$ cat src/rtl/srs_hop_pkg.sv
// rtl/srs_hop_pkg.sv - shared types, constants and helpers for the SRS hopping generator
// Build option: SRS_HOP_FF_EN adds the Gold fast-forward constants X1_FF / X2_FF_MATRIX.
package srs_hop_pkg;

   typedef enum logic [1:0] {
      HOP_NONE  = 2'b00,
      HOP_GROUP = 2'b01,
      HOP_SEQ   = 2'b10,
      HOP_RSVD  = 2'b11
   } hop_mode_e;

   typedef enum logic [1:0] {
      SYMB_1    = 2'b00,
      SYMB_2    = 2'b01,
      SYMB_RSVD = 2'b10,
      SYMB_4    = 2'b11
   } symb_num_e;

   localparam int         SRS_NC            = 1600;
   localparam logic [3:0] SYMB_PER_SLOT_NCP = 4'd14;
   localparam logic [3:0] SYMB_PER_SLOT_ECP = 4'd12;

   function automatic logic [5:0] div30(input logic [9:0] n);
      return 6'(n / 10'd30);
   endfunction

   function automatic logic [4:0] mod30(input logic [9:0] n);
      return 5'(n % 10'd30);
   endfunction

   // f_gh (<=255) plus residue (<=29) stays below 285, so four conditional
   // subtractions of descending multiples of 30 always land in 0..29.
   function automatic logic [4:0] mod30_reduce(input logic [8:0] s);
      logic [8:0] r;
      r = s;
      if (r >= 9'd240) r = r - 9'd240;
      if (r >= 9'd120) r = r - 9'd120;
      if (r >= 9'd60)  r = r - 9'd60;
      if (r >= 9'd30)  r = r - 9'd30;
      return r[4:0];
   endfunction

`ifdef SRS_HOP_FF_EN
   // Bit-serial advance used only at elaboration; the split loop keeps each
   // loop's trip count small for constant evaluation.
   function automatic logic [30:0] gold_adv(input logic [30:0] s, input logic is_x2, input int n);
      logic [30:0] r;
      logic        fb;
      r = s;
      for (int a = 0; a < n; a += 40) begin
         for (int b = 0; b < 40; b++) begin
            if (a + b < n) begin
               fb = is_x2 ? (r[0] ^ r[1] ^ r[2] ^ r[3]) : (r[0] ^ r[3]);
               r  = {fb, r[30:1]};
            end
         end
      end
      return r;
   endfunction

   // Column j is the NC-advanced image of unit vector j; x2 is linear in c_init.
   function automatic logic [30:0][30:0] gen_x2_ff_matrix();
      logic [30:0][30:0] m;
      for (int j = 0; j < 31; j++) m[j] = gold_adv(31'(1) << j, 1'b1, SRS_NC);
      return m;
   endfunction

   localparam logic [30:0]        X1_FF        = gold_adv(31'd1, 1'b0, SRS_NC);
   localparam logic [30:0][30:0]  X2_FF_MATRIX = gen_x2_ff_matrix();
`endif

endpackage

$ cat src/rtl/gold_par_gen.sv
// rtl/gold_par_gen.sv - PAR_W-bit-per-clock Gold sequence engine with load and advance
// Build option: SRS_HOP_FF_EN loads the state already advanced past the NC discard.
module gold_par_gen
   import srs_hop_pkg::*;
#(
   parameter int PAR_W = 16
) (
   input  logic             clk,
   input  logic             rst_n,
   input  logic             load,
   input  logic             adv,
   input  logic [30:0]      c_init,
   output logic [PAR_W-1:0] c_win
);

   logic [30:0] x1_q;
   logic [30:0] x2_q;
   logic [30:0] x1_step;
   logic [30:0] x2_step;
   logic [30:0] x1_init;
   logic [30:0] x2_init;

   // Bit i holds x(n+i). Bits shifted in from beyond the register come from a
   // single XOR of current bits, which holds while PAR_W <= 28.
   for (genvar i = 0; i < 31; i++) begin : g_step
      if (i + PAR_W < 31) begin : g_shift
         assign x1_step[i] = x1_q[i+PAR_W];
         assign x2_step[i] = x2_q[i+PAR_W];
      end else begin : g_fb
         assign x1_step[i] = x1_q[i+PAR_W-28] ^ x1_q[i+PAR_W-31];
         assign x2_step[i] = x2_q[i+PAR_W-28] ^ x2_q[i+PAR_W-29]
                           ^ x2_q[i+PAR_W-30] ^ x2_q[i+PAR_W-31];
      end
   end

`ifdef SRS_HOP_FF_EN
   assign x1_init = X1_FF;
   // GF(2) matrix-vector product: XOR of the columns selected by c_init.
   always_comb begin
      x2_init = '0;
      for (int j = 0; j < 31; j++) begin
         if (c_init[j]) x2_init = x2_init ^ X2_FF_MATRIX[j];
      end
   end
`else
   assign x1_init = 31'd1;
   assign x2_init = c_init;
`endif

   // LFSR state: load has priority, otherwise advance by PAR_W when asked.
   always_ff @(posedge clk or negedge rst_n) begin
      if (!rst_n) begin
         x1_q <= '0;
         x2_q <= '0;
      end else if (load) begin
         x1_q <= x1_init;
         x2_q <= x2_init;
      end else if (adv) begin
         x1_q <= x1_step;
         x2_q <= x2_step;
      end
   end

   assign c_win = x1_q[PAR_W-1:0] ^ x2_q[PAR_W-1:0];

endmodule

$ cat src/rtl/srs_hop_gen.sv
// rtl/srs_hop_gen.sv - SRS group/sequence hopping (u,v) generator, one beat per SRS symbol
// Build option: SRS_HOP_FF_EN starts the engine past the NC discard (constants assume NC == SRS_NC).
module srs_hop_gen
   import srs_hop_pkg::*;
#(
   parameter int PAR_W   = 16,
   parameter int NSLOT_W = 8,
   parameter int NC      = SRS_NC
) (
   input  logic               clk,
   input  logic               rst_n,
   input  logic               start,
   output logic               busy,
   input  logic [NSLOT_W-1:0] n_slot,
   input  logic               ecp,
   input  logic [1:0]         symb_num,
   input  logic [3:0]         start_symb,
   input  logic [1:0]         hop_mode,
   input  logic [9:0]         n_id,
   output logic               out_valid,
   input  logic               out_ready,
   output logic [4:0]         out_u,
   output logic               out_v,
   output logic [1:0]         out_idx,
   output logic               out_last,
   output logic               done,
   output logic               err
);

   localparam int K_W   = NSLOT_W + 4;
   localparam int POS_W = $clog2(NC + 8 * (2 ** K_W) + 64);

   typedef enum logic [2:0] {S_IDLE, S_CHECK, S_LOAD, S_SEEK, S_EMIT, S_DONE} state_e;

   state_e             state_q, state_d;
   logic [NSLOT_W-1:0] n_slot_q;
   logic               ecp_q;
   symb_num_e          symb_num_q;
   logic [3:0]         start_symb_q;
   hop_mode_e          hop_q;
   logic [9:0]         n_id_q;
   logic               err_q;
   logic [POS_W-1:0]   pos_q;
   logic [POS_W-1:0]   need_q;
   logic [3:0]         got_q;
   logic [7:0]         gath_q;
   logic [1:0]         idx_q;
   logic               out_valid_q, out_v_q, out_last_q;
   logic [4:0]         out_u_q;
   logic [1:0]         out_idx_q;

   logic [2:0]         nsym;
   logic [3:0]         nsps;
   logic               req_bad, is_group, eng_load, eng_adv, accept;
   logic [4:0]         nid_mod;
   logic [30:0]        c_init;
   logic [K_W-1:0]     k0;
   logic [POS_W-1:0]   first_bit, diff;
   logic               in_win, complete, win_end, gathering;
   logic [4:0]         offs;
   logic [5:0]         avail;
   logic [3:0]         want, take, take_eff;
   logic [7:0]         sh8, mask8, gath_next;
   logic [1:0]         last_idx;
   logic [PAR_W-1:0]   c_win;

   gold_par_gen #(.PAR_W(PAR_W)) u_gold (
      .clk    (clk),
      .rst_n  (rst_n),
      .load   (eng_load),
      .adv    (eng_adv),
      .c_init (c_init),
      .c_win  (c_win)
   );

   // Number of SRS symbols in the latched request.
   always_comb begin
      nsym = 3'd4;
      case (symb_num_q)
         SYMB_1:  nsym = 3'd1;
         SYMB_2:  nsym = 3'd2;
         default: nsym = 3'd4;
      endcase
   end

   assign nsps      = ecp_q ? SYMB_PER_SLOT_ECP : SYMB_PER_SLOT_NCP;
   assign req_bad   = (symb_num_q == SYMB_RSVD) || (hop_q == HOP_RSVD) ||
                      (({1'b0, start_symb_q} + {2'b0, nsym}) > {1'b0, nsps});
   assign is_group  = (hop_q == HOP_GROUP);
   assign nid_mod   = mod30(n_id_q);
   assign c_init    = is_group ? 31'(div30(n_id_q)) : 31'(n_id_q);
   assign k0        = K_W'(n_slot_q) * K_W'(nsps) + K_W'(start_symb_q);
   assign first_bit = is_group ? (POS_W'(k0) << 3) : POS_W'(k0);
   assign last_idx  = 2'(nsym - 3'd1);
   assign accept    = out_valid_q && out_ready;

   // Gather: take up to the bits still wanted for this beat from the current
   // window; a group beat may straddle two windows and then takes two clocks.
   assign diff      = need_q - pos_q;
   assign in_win    = diff < POS_W'(PAR_W);
   assign offs      = diff[4:0];
   assign avail     = 6'(PAR_W) - {1'b0, offs};
   assign want      = (is_group ? 4'd8 : 4'd1) - got_q;
   assign take      = ({2'b0, want} > avail) ? avail[3:0] : want;
   assign take_eff  = in_win ? take : 4'd0;
   assign sh8       = 8'(c_win >> offs);
   assign mask8     = 8'((9'd1 << take_eff) - 9'd1);
   assign gath_next = gath_q | ((sh8 & mask8) << got_q);
   assign complete  = in_win && ((got_q + take) == (is_group ? 4'd8 : 4'd1));
   assign win_end   = ({1'b0, offs} + {2'b0, take_eff}) == 6'(PAR_W);
   assign gathering = (state_q == S_EMIT) && !out_valid_q && (hop_q != HOP_NONE);
   assign eng_adv   = ((state_q == S_SEEK) && !in_win) || (gathering && (!in_win || win_end));

   // FSM state register.
   always_ff @(posedge clk or negedge rst_n) begin
      if (!rst_n) state_q <= S_IDLE;
      else        state_q <= state_d;
   end

   // FSM next-state logic.
   always_comb begin
      state_d = state_q;
      case (state_q)
         S_IDLE:  if (start) state_d = S_CHECK;
         S_CHECK: state_d = req_bad ? S_DONE : S_LOAD;
         S_LOAD:  state_d = (hop_q == HOP_NONE) ? S_EMIT : S_SEEK;
         S_SEEK:  if (in_win) state_d = S_EMIT;
         S_EMIT:  if (accept && out_last_q) state_d = S_DONE;
         S_DONE:  state_d = S_IDLE;
         default: state_d = S_IDLE;
      endcase
   end

   // FSM outputs decoded from state.
   always_comb begin
      busy     = (state_q != S_IDLE);
      done     = (state_q == S_DONE);
      err      = (state_q == S_DONE) && err_q;
      eng_load = (state_q == S_LOAD);
   end

   // Request latch, seek/gather bookkeeping and the output beat registers.
   always_ff @(posedge clk or negedge rst_n) begin
      if (!rst_n) begin
         n_slot_q     <= '0;
         ecp_q        <= 1'b0;
         symb_num_q   <= SYMB_1;
         start_symb_q <= '0;
         hop_q        <= HOP_NONE;
         n_id_q       <= '0;
         err_q        <= 1'b0;
         pos_q        <= '0;
         need_q       <= '0;
         got_q        <= '0;
         gath_q       <= '0;
         idx_q        <= '0;
         out_valid_q  <= 1'b0;
         out_u_q      <= '0;
         out_v_q      <= 1'b0;
         out_idx_q    <= '0;
         out_last_q   <= 1'b0;
      end else begin
         case (state_q)
            S_IDLE: begin
               if (start) begin
                  n_slot_q     <= n_slot;
                  ecp_q        <= ecp;
                  symb_num_q   <= symb_num_e'(symb_num);
                  start_symb_q <= start_symb;
                  hop_q        <= hop_mode_e'(hop_mode);
                  n_id_q       <= n_id;
                  err_q        <= 1'b0;
               end
            end
            S_CHECK: err_q <= req_bad;
            S_LOAD: begin
`ifdef SRS_HOP_FF_EN
               pos_q <= POS_W'(NC);
`else
               pos_q <= '0;
`endif
               need_q <= POS_W'(NC) + first_bit;
               got_q  <= '0;
               gath_q <= '0;
               idx_q  <= '0;
            end
            S_SEEK: if (eng_adv) pos_q <= pos_q + POS_W'(PAR_W);
            S_EMIT: begin
               if (out_valid_q) begin
                  if (out_ready) begin
                     out_valid_q <= 1'b0;
                     idx_q       <= idx_q + 2'd1;
                  end
               end else if (hop_q == HOP_NONE) begin
                  out_valid_q <= 1'b1;
                  out_u_q     <= nid_mod;
                  out_v_q     <= 1'b0;
                  out_idx_q   <= idx_q;
                  out_last_q  <= (idx_q == last_idx);
               end else begin
                  if (eng_adv) pos_q <= pos_q + POS_W'(PAR_W);
                  need_q <= need_q + POS_W'(take_eff);
                  if (complete) begin
                     out_valid_q <= 1'b1;
                     out_u_q     <= is_group ? mod30_reduce(9'(gath_next) + 9'(nid_mod)) : nid_mod;
                     out_v_q     <= is_group ? 1'b0 : gath_next[0];
                     out_idx_q   <= idx_q;
                     out_last_q  <= (idx_q == last_idx);
                     got_q       <= '0;
                     gath_q      <= '0;
                  end else begin
                     got_q  <= got_q + take_eff;
                     gath_q <= gath_next;
                  end
               end
            end
            default: ;
         endcase
      end
   end

   assign out_valid = out_valid_q;
   assign out_u     = out_u_q;
   assign out_v     = out_v_q;
   assign out_idx   = out_idx_q;
   assign out_last  = out_last_q;

endmodule

$ cat config.mk
export PLATFORM = sky130hd
export DESIGN_NAME = srs_hop_gen
export DESIGN_NICKNAME = d
export VERILOG_FILES = /design/src/rtl/srs_hop_pkg.sv /design/src/rtl/gold_par_gen.sv /design/src/rtl/srs_hop_gen.sv
export SDC_FILE = /design/constraint.sdc
export NUM_CORES = 1
export LEC_CHECK = 0
export ABC_AREA = 1
export CAP_MARGIN = 20
export CORE_ASPECT_RATIO = 2
export CORE_UTILIZATION = 50
export DETAILED_ROUTE_END_ITERATION = 12
export PLACE_DENSITY = 0.67
export SKIP_CTS_REPAIR_TIMING = 1
export SYNTH_ARGS = -nofsm -noshare
export SYNTH_HDL_FRONTEND = slang
export SYNTH_SLANG_ARGS = --single-unit
$ cat constraint.sdc
create_clock -name clk -period 16.26 [get_ports clk]
set_clock_uncertainty 0.05 [all_clocks]
set_input_delay 3.252 -clock clk [delete_from_list [all_inputs] [get_ports clk]]
set_output_delay 3.252 -clock clk [all_outputs]
set_load 0.005 [all_outputs]
# ---- Yosys cells after proc, flatten, opt, wreduce, memory -nomap -nowiden
# Index checks and enable logic that the tools add are counted.
dict set report word_totals {
  register_bits 149
  input_bits 31
  output_inout_bits 13
  elab_cells 237
}
dict set report op_classes {
  add_sub_neg 19
  n_mul 1
  n_div 2
  order_cmp 7
  eq_ne 19
  shifts 3
  mux 67
  n_bitwise 68
  n_reduce_logical 31
}
# cell count
set op_table {}
lappend op_table {{9-bit two-way mux} 15}
lappend op_table {{31-bit two-way mux} 4}
lappend op_table {{16-bit two-way mux} 5}
lappend op_table {{1-bit bitwise XOR} 64}
lappend op_table {{16-bit case mux with 3 select lines} 1}
lappend op_table {{16-bit case mux with 2 select lines} 1}
lappend op_table {{4-bit two-way mux} 6}
lappend op_table {{8-bit two-way mux} 3}
lappend op_table {{5-bit two-way mux} 4}
lappend op_table {{11-bit by 15-bit adder with 16-bit output (first input constant)} 1}
lappend op_table {{16-bit by 4-bit adder with 16-bit output} 1}
lappend op_table {{16-bit by 5-bit adder with 16-bit output (second input constant)} 1}
lappend op_table {{16-bit by 5-bit less-than comparator with 1-bit output (second input constant)} 1}
lappend op_table {{8-bit case mux with 2 select lines} 1}
lappend op_table {{16-bit by 5-bit >> shifter with 8-bit output} 1}
lappend op_table {{16-bit subtractor} 1}
lappend op_table {{16-bit bitwise XOR} 1}
lappend op_table {{15-bit two-way mux} 1}
lappend op_table {{3-bit two-way mux} 5}
lappend op_table {{3-bit case mux with 5 select lines} 1}
lappend op_table {{3-bit AND reduction} 5}
lappend op_table {{12-bit by 4-bit adder with 12-bit output} 1}
lappend op_table {{8-bit by 4-bit multiplier with 12-bit output} 1}
lappend op_table {{2-bit != test (second input constant)} 6}
lappend op_table {{other kinds (50)} 86}

# ---- Depth between registers and ports, before layout
# Gate-level depths: netlist of run 1.
dict set report logic_depth {
  ltp_word 35
  ltp_mapped 73
  depth_no_buf 73
}

# ---- Cells and area by module
# A second synthesis of run 1 with hierarchy kept.
dict set report unflattened {
  hier_cells 1804
  area_unflattened_um2 12484.5
}
# module n_inst cells_each area_each_um2 seq_area_each_um2
set by_module_without_submodules {}
lappend by_module_without_submodules {srs_hop_gen 1 1406 9170.0 2077.0}
lappend by_module_without_submodules {gold_par_gen 1 398 3314.4 1551.5}

# ---- Worst setup path before layout of run 1
# Ideal clock, no wire load.
dict set report synth_timing {
  path_type {register to register}
  from {register need_q[1]}
  to {register out_u_q[1], in the netlist out_u[1]}
  setup_time_ns 0.117
  arrival_ns 7.221
  required_ns 16.093
  path_slack_ns 8.871
  stages_incl_launch_ff 56
  n_path_buf 1
  synth_period_minus_slack_ns 7.389
  path_cell_list {dfrtp_1 -> inv_1 -> ha_1 -> buf_2 -> inv_2 -> nand2_1 -> o21ai_1 -> inv_1 -> or2_1 -> ha_1 -> nand2_1 -> o21bai_1 -> a21oi_1 -> nand2_4 -> nand2_1 -> nand2_2 -> o21ai_2 -> nand3_1 -> (+20 left out) -> a21oi_4 -> nand2_4 -> nand2_1 -> and2_1 -> ha_1 -> inv_1 -> o21ai_1 -> nand2_1 -> o21ai_0 -> inv_1 -> nand2_1 -> nand3_1 -> inv_1 -> nand2_4 -> nand2_1 -> nand3_1 -> nand3_1 -> nand2_1}
}
dict set report synth_via {
  elab_chain_cells 34
  word_cells_on_any_way 45
  cone_classes {9 x add/sub; 6 x order compare; 1 x eq/ne; 3 x shift; 21 x mux; 2 x bitwise; 3 x reduce/logical}
}
# item line
set synth_rtl {}
lappend synth_rtl {{from (decl)} srs_hop_gen.sv:44} ;# logic [POS_W-1:0] need_q;
lappend synth_rtl {{from (signal assigned)} srs_hop_gen.sv:182} ;# need_q <= POS_W'(NC) + first_bit;
lappend synth_rtl {{from (signal assigned)} srs_hop_gen.sv:202} ;# need_q <= need_q + POS_W'(take_eff);
lappend synth_rtl {{16-bit subtractor *} srs_hop_gen.sv:99} ;# assign diff = need_q - pos_q;
lappend synth_rtl {{5-bit by 5-bit subtractor with 6-bit output} srs_hop_gen.sv:102} ;# assign avail = 6'(PAR_W) - {1'b0, offs};
lappend synth_rtl {{4-bit by 6-bit > comparator with 1-bit output} srs_hop_gen.sv:104} ;# assign take = ({2'b0, want} > avail) ? avail[3:0] : want;
lappend synth_rtl {{4-bit two-way mux} srs_hop_gen.sv:104}
lappend synth_rtl {{4-bit two-way mux} srs_hop_gen.sv:105} ;# assign take_eff = in_win ? take : 4'd0;
lappend synth_rtl {{1-bit by 4-bit << shifter with 8-bit output} srs_hop_gen.sv:107} ;# assign mask8 = 8'((9'd1 << take_eff) - 9'd1);
lappend synth_rtl {{8-bit by 1-bit subtractor with 8-bit output} srs_hop_gen.sv:107}
lappend synth_rtl {{8-bit bitwise AND} srs_hop_gen.sv:108} ;# assign gath_next = gath_q | ((sh8 & mask8) << got_q);
lappend synth_rtl {{(+18 left out)} --}
lappend synth_rtl {{9-bit two-way mux} srs_hop_gen.sv:194} ;# end else if (hop_q == HOP_NONE) begin
lappend synth_rtl {{9-bit two-way mux} srs_hop_gen.sv:189} ;# if (out_valid_q) begin
lappend synth_rtl {{9-bit two-way mux} srs_hop_gen.sv:163} ;# case (state_q)
lappend synth_rtl {{9-bit by 5-bit greater-or-equal comparator with 1-bit output / 5-bit subtractor (equally long branches)} srs_hop_pkg.sv:39} ;# if (r >= 9'd30) r = r - 9'd30;
lappend synth_rtl {{5-bit two-way mux} srs_hop_pkg.sv:39}
lappend synth_rtl {{5-bit two-way mux} srs_hop_gen.sv:205} ;# out_u_q <= is_group ? mod30_reduce(9'(gath_next) + 9'(nid_mod)) : nid_mod;
lappend synth_rtl {{5-bit two-way mux} srs_hop_gen.sv:203} ;# if (complete) begin
lappend synth_rtl {{5-bit two-way mux} srs_hop_gen.sv:194}
lappend synth_rtl {{to (signal assigned)} srs_hop_gen.sv:196} ;# out_u_q <= nid_mod;
lappend synth_rtl {{to (signal assigned)} srs_hop_gen.sv:205}
lappend synth_rtl {{to (decl)} srs_hop_gen.sv:49} ;# logic [4:0] out_u_q;
# Mark *: on every way between the ends. The rest lies on a longest branch, timed or not. The select of a mux whose other input is x is not followed.
# A chain may end at the register's enable or synchronous reset.

# ---- Worst setup path after layout of run 1
dict set report layout_timing {
  from {register hop_q[1]}
  to {register out_u_q[2], in the netlist out_u[2]}
}
dict set report layout_via {
  elab_chain_cells 35
  word_cells_on_any_way 45
  cone_classes {8 x add/sub; 5 x order compare; 2 x eq/ne; 2 x shift; 22 x mux; 2 x bitwise; 4 x reduce/logical}
}
# item line
set layout_rtl {}
lappend layout_rtl {{from (decl)} srs_hop_gen.sv:40} ;# hop_mode_e hop_q;
lappend layout_rtl {{from (signal assigned)} srs_hop_gen.sv:170} ;# hop_q <= hop_mode_e'(hop_mode);
lappend layout_rtl {{2-bit by 1-bit == test with 1-bit output} srs_hop_gen.sv:89} ;# assign is_group = (hop_q == HOP_GROUP);
lappend layout_rtl {{4-bit two-way mux} {srs_hop_gen.sv:103, srs_hop_gen.sv:109}}
lappend layout_rtl {{4-bit subtractor} srs_hop_gen.sv:103} ;# assign want = (is_group ? 4'd8 : 4'd1) - got_q;
lappend layout_rtl {{4-bit by 6-bit > comparator with 1-bit output} srs_hop_gen.sv:104}
lappend layout_rtl {{4-bit two-way mux} srs_hop_gen.sv:104}
lappend layout_rtl {{4-bit two-way mux} srs_hop_gen.sv:105}
lappend layout_rtl {{1-bit by 4-bit << shifter with 8-bit output} srs_hop_gen.sv:107}
lappend layout_rtl {{8-bit by 1-bit subtractor with 8-bit output} srs_hop_gen.sv:107}
lappend layout_rtl {{(+19 left out)} --}
lappend layout_rtl {{9-bit two-way mux} srs_hop_gen.sv:194}
lappend layout_rtl {{9-bit two-way mux} srs_hop_gen.sv:189}
lappend layout_rtl {{9-bit two-way mux} srs_hop_gen.sv:163}
lappend layout_rtl {{9-bit by 5-bit greater-or-equal comparator with 1-bit output / 5-bit subtractor (equally long branches)} srs_hop_pkg.sv:39}
lappend layout_rtl {{5-bit two-way mux} srs_hop_pkg.sv:39}
lappend layout_rtl {{5-bit two-way mux} srs_hop_gen.sv:205}
lappend layout_rtl {{5-bit two-way mux} srs_hop_gen.sv:203}
lappend layout_rtl {{5-bit two-way mux} srs_hop_gen.sv:194}
# Parallel ways exist; a longest one is shown, timed or not. The select of a mux whose other input is x is not followed.

==> impl_results.md, run 1 <==
- Result of the run: completed
- Number of unique standard cell types used by synthesis: 61
- Number of H-tree levels: 4
- CTS tree: done
- Hold-critical path endpoint: u_gold.x2_q[22]
- Area of the multi-input gates: about 7500 sq um
- Clock sink count: between 100 and 150
- Share of synthesized registers carrying an async set or reset: 1.00
- Global-route congestion overflow total: 0
- Setup repair after global routing missed its margin: false
- Count leader, synth: nand2_1
- Nets in the synthesized netlist: 1,865
- Horizontal extent of the die: between 100 and 150 microns
- WL per Instance: roughly 17 microns
- Io pins: 44
- Diode count: 0
- Rel. slew slack: 0.379
- Met1 demand-to-capacity share in global routing: 0.288
- Number of buffers created by CTS: 17
- Most instantiated cells after synthesis: nand2_1 (440), inv_1 (220), dfrtp_1 (145)
- Post-route fraction of the period consumed by the critical path: 0.539
- Total number of nets in the final design: 1,887
- Starting utilization of the core area: 0.513
- Fraction of the yosys area taken by sequential cells: 0.296
- Worst Setup Start Kind: flip-flop
- Antenna violations before repair: 0
- Clock Tree Root: clkbuf_16
- Post-synth top area share: 0.296
- Worst slew pin tran: 931 ps
- Critical path peak fanout: 35
- Port-buffer cells: 43
- Total iterations of the first detailed-routing run: 5
- Clock tree buffer depth: 2
- Core footprint: approximately 24,000 sq um
- DRT antenna net count: 0
- Worst hold path depth: 2
- Number of vias per cell after detailed routing: 5.51
- Total DRC errors in the routed layout: 0
- Cells after Synth: around 1,700
- Hold path startpoint: u_gold.x2_q[22]
- Reg2reg path depth: 55
- Aggregate global-route resource usage: 0.285
- Total Routed Length: 34,300 microns
- Filler Cell Count: 2,273
- First-pass GRT wire length: 55,800 microns
- Gpl congestion: 1.02
- Cell area after technology mapping: 12,300 sq um
- Slowest Stage Delay on Critical Path: 620 ps
- Slack of the worst reg-to-reg path: 7500 ps
- Vias in the first global route: approximately 11,000
- Critical path's slowest cell: clkinv_1
- Max Slew Vio Count: 0
- Reg-to-reg startpoint: hop_q[1]
- Clock latency on the worst-skew pair: roughly 450 ps
- Hold crit path type: reg2reg
- Detailed-route via count: 11,400
- Maximum clock rate: 0.114 GHz
- Highest-utilization routing layer at the global route stage: met2
- Per-instance average area after synthesis: around 7.0 sq um
- Row count: 80
- Final period demand of the worst path: 8760 ps
- First-iteration detailed-routing DRC count: just over 800
- Leading post-synthesis cells by cell area: dfrtp_1 (30%), nand2_1 (13%), ha_1 (8.1%)
- Number of violations of the max-capacitance limit: 0
- Die Height: 223 microns
- Seq. cell area: 3630 sq um
- Cell type with the highest aggregate area in the netlist: dfrtp_1
- Growth of design area from synthesis to finish: 10.7%
- Met3 GRT Util: 0.0388
- Critical Path End Type: flip-flop
- Sum of net half-perimeters after detailed placement: ~26,000 microns
- Most used flip-flop cell after synthesis: dfrtp_1
- Layout cell share with drive strength beyond 1: 0.0703
- Hold violation total from the final report: 0
- Crit path kind: reg2reg
- FF+latch count, synth: around 150
- Critical Path AT: 9040 ps
- Required time at the worst-slack endpoint: between 15,000 and 20,000 ps
- Final-layout setup total negative slack: 0 ps
- Reg2reg end: out_u[2]
- Setup Viol. Count Final: 0
- Met2 Resource Use GR: 0.538
- Synthesis warning total: 0
- Pin count of the biggest net entering global routing: 82
- Cell seen most often among critical-path stages: nand2_1
- Die Area: 25,200 sq um
- Clock edge transition at the registers on the reported setup and hold paths: 70 ps
- Number of flops mapped to enable cells by yosys: 0
## placed cells by master (no fill, tap or decap), drive strengths merged, types with 42 or more instances in the layout
cell / Yosys / final
dfrtp: 145 / 145
a21oi: 85 / 85
nand2: 470 / 470
ha: 79 / 79
clkdlybuf4s50: 0 / 42
inv: 229 / 235
o21ai: 141 / 141
xnor2: 57 / 57
nor2: 145 / 145
xor2: 45 / 45
nand3: 117 / 117
## how the worst max path moves through the flow
stage,end,startpoint
3_3_place_gp,out_u[2],hop_q[0]
3_5_place_dp,out_u[2],hop_q[1]
4_1_cts,out_u[2],hop_q[0]
6_report,out_u[2],hop_q[1]
2_1_floorplan,out_u[1],need_q[1]
5_1_grt,out_u[1],hop_q[1]
## critical path, delay by kind of cell, from the launching register on
kind / cells / cell delay [ps]
simple gates: 29 / 2560
fa+ha+maj: 6 / 1950
compound gates: 10 / 1950
buf+inv: 9 / 1520
flops: 1 / 380
xor+xnor: 1 / 200
## through the flow
step	instances	hold WS, ps	util	instance area (sq um)	setup WS [ps]
after floorplan	1742	402	-	12300	8870
after global placement	2032	416	0.540	12900	7780
after detailed placement	2032	427	0.540	12900	7610
after CTS	2064	443	0.567	13600	7580
after global routing	2064	480	0.567	13600	6580
final	2064	442	0.567	13600	7500
## registers in the layout, indices dropped and copies added, names as in the netlist, 3 cells and up
register      cells
u_gold.x1_q      31
u_gold.x2_q      31
need_q           16
pos_q            12
n_id_q           10
gath_q            8
n_slot_q          8
out_u             5
got_q             4
start_symb_q      4
state_q           3
## cells by family after synthesis
logic type      after synthesis  share of synthesized area
simple gates                797                      0.286
compound gates              313                      0.149
buf+inv                     287                     0.0898
flops                       145                      0.296
xor+xnor                    102                     0.0728
fa+ha+maj                    92                      0.102
mux                           4                    0.00326
other cells                   2                   0.000612
## metal layers
metal	vias to the layer above	routed length, microns
li1	5706	-
met1	5313	12900
met2	246	18300
met3	113	901
met4	0	2240
met5	-	0
## final cells by class
type,count,share of cell area
sequential,145,0.267
clock buffer,17,0.0313
multi-input combinational,1310,0.556
tap,287,0.0265
clock inverter,15,0.0163
inverter,237,0.0655
timing repair buffer,53,0.0373
Power of run 1 is not shown: default switching activity piles up to over one toggle a cycle in this logic, so the estimate is an artifact.
==> run 2, diff against run 1 <==
- clock period: 16.26 -> 8.6 ns (I/O delays scaled with it)
==> impl_results.md, run 2 (same netlist as run 1, synthesis figures left out) <==
- Most common cell after layout, fill and taps aside: nand2_1
- Critical Path AT: 8260 ps (-780 ps)
- Clock edge transition at the registers on the reported setup and hold paths: 70 ps (about the same)
- Required time at the worst-slack endpoint: 8880 ps (-7660 ps)
- Largest registers: u_gold.x1_q x31, u_gold.x2_q x31, need_q x16
- Max Slew Vio Count: 0 (unchanged)
- First-iteration detailed-routing DRC count: 641 (-21%)
- Reg-to-reg startpoint: n_id_q[8]
- Slowest Stage Delay on Critical Path: 410 ps (-210 ps)
- Critical path's slowest cell: dfrtp_1
- Critical Path End Type: flip-flop
- Crit path kind: reg2reg
- Core footprint: 23,900 sq um (unchanged)
- Total number of nets in the final design: 1,900 (+0.69%)
- Worst Setup Start Kind: flip-flop
- Die Height: 223 microns (unchanged)
- CP Launch Point: n_id_q[8]
- Layout cell share with drive strength beyond 1: 0.0927 (+0.0224)
- DRT antenna net count: 0 (unchanged)
- Hold path startpoint: u_gold.x2_q[23]
- Antenna violations before repair: 0 (unchanged)
- Worst slew pin tran: 996 ps (+64.5 ps)
- Critical path peak fanout: 6 (-83%)
- Post-Route Hold Slack: 436 ps (-5.15 ps)
- CTS tree: done
- First-pass GRT wire length: 55,700 microns (about the same)
- WL per Instance: 16.3 microns (-1.7%)
- Diode count: 0 (unchanged)
- Rel. slew slack: 0.333 (-0.0459)
- Clock Tree Root: clkbuf_16
- Horizontal extent of the die: 113 microns (unchanged)
- Final period demand of the worst path: 7990 ps (-776 ps)
- Clock latency on the worst-skew pair: 440 ps (about the same)
- Growth of design area from synthesis to finish: 11.9%
- Sum of net half-perimeters after detailed placement: 26,400 microns (about the same)
- Maximum clock rate: 0.125 GHz (+9.7%)
- Clock sink count: 145 (unchanged)
- Cell seen most often among critical-path stages: nand2_1
- Clock tree buffer depth: 2 (unchanged)
- Row count: 80 (unchanged)
- Gpl congestion: 0.939 (-8.2%)
- Setup Viol. Count Final: 0 (unchanged)
- Number of buffers created by CTS: 17 (unchanged)
- Aggregate global-route resource usage: 0.284 (-0.00110)
- Most frequent cells in the layout: nand2_1 (435), inv_1 (218), dfrtp_1 (145)
- Total Routed Length: 33,900 microns (-1.1%)
- Io pins: 44 (unchanged)
- Hold violation total from the final report: 0 (unchanged)
- Starting utilization of the core area: 0.513 (unchanged)
- Pin count of the biggest net entering global routing: 101 (+23%)
- Port-buffer cells: 43 (unchanged)
- Result of the run: completed
- Total DRC errors in the routed layout: 0 (unchanged)
- Total iterations of the first detailed-routing run: 5 (unchanged)
- Vias in the first global route: 11,500 (+0.88%)
- Post-route fraction of the period consumed by the critical path: 0.929 (+0.390)
- Number of H-tree levels: 4 (unchanged)
- Number of violations of the max-capacitance limit: 0 (unchanged)
- Die Area: 25,200 sq um (unchanged)
- Hold crit path type: reg2reg
- Global-route congestion overflow total: 0 (unchanged)
- Detailed-route via count: 11,400 (+0.44%)
- Number of vias per cell after detailed routing: 5.50 (-0.19%)
## run 2: cell types whose count changed in the layout (fill, tap and decap cells not counted), moves of 4 or more
| cell | delta |
|---|---|
| nor2_1 | -5 |
| inv_6 | +4 |
| a21oi_2 | +4 |
| buf_4 | +13 |
| a21oi_1 | -5 |
| nand2_1 | -5 |
| nand2_2 | +5 |
## run 2: critical path, delay by kind of cell, from the launching register on
| kind | cells | cell delay, ps |
|---|---|---|
| DFF | 1 | 410 |
| and+or+nand+nor | 44 | 4320 |
| AOI/OAI and AO/OA | 9 | 1220 |
| adders and majority gates | 3 | 660 |
| xor gates and xnor gates | 2 | 410 |
| buffers and inverters | 11 | 810 |
## run 2: area by class of cell
| class | instances | area, sq um |
|---|---|---|
| Inverter | 237 | 890 |
| Clock buffer | 20 | 467 |
| Clock inverter | 12 | 92.6 |
| Tap cell | 287 | 359 |
| Multi-Input combinational cell | 1310 | 7690 |
| Sequential cell | 145 | 3630 |
| Timing Repair Buffer | 66 | 604 |
| Fill cell | 2301 | 10200 |
## run 2: per-layer routing
layer,global-route usage,routed length (microns)
met3,0.0361,819
met1,0.283,12600
met5,0,0
met4,0.209,2500
met2,0.531,18000
## run 2: path summary, 6_finish.rpt
check                                  end  slack [ps]  cells past startpoint
min in group asynchronous  start_symb_q[2]        1300                      1
max                               out_u[1]         610                     69
max reg2reg                       out_u[1]         610                     69
min reg2reg                u_gold.x2_q[23]         440                      2
max in group asynchronous         got_q[3]        6010                      2
min                        u_gold.x2_q[23]         440                      2
## run 2: stage by stage
step                utilization  instance area [sq um]  worst slack [ps]  std cells  setup TNS, ps
finish                    0.574                  13700               613       2077              0
global route              0.574                  13700             -97.3       2077           -319
CTS                       0.566                  13500               134       2070              0
detailed placement        0.542                  13000               213       2038              0
global placement          0.542                  13000               392       2038              0
floorplan                     -                  12300              1210       1742              0
Power of run 2 is left out for the same reason.
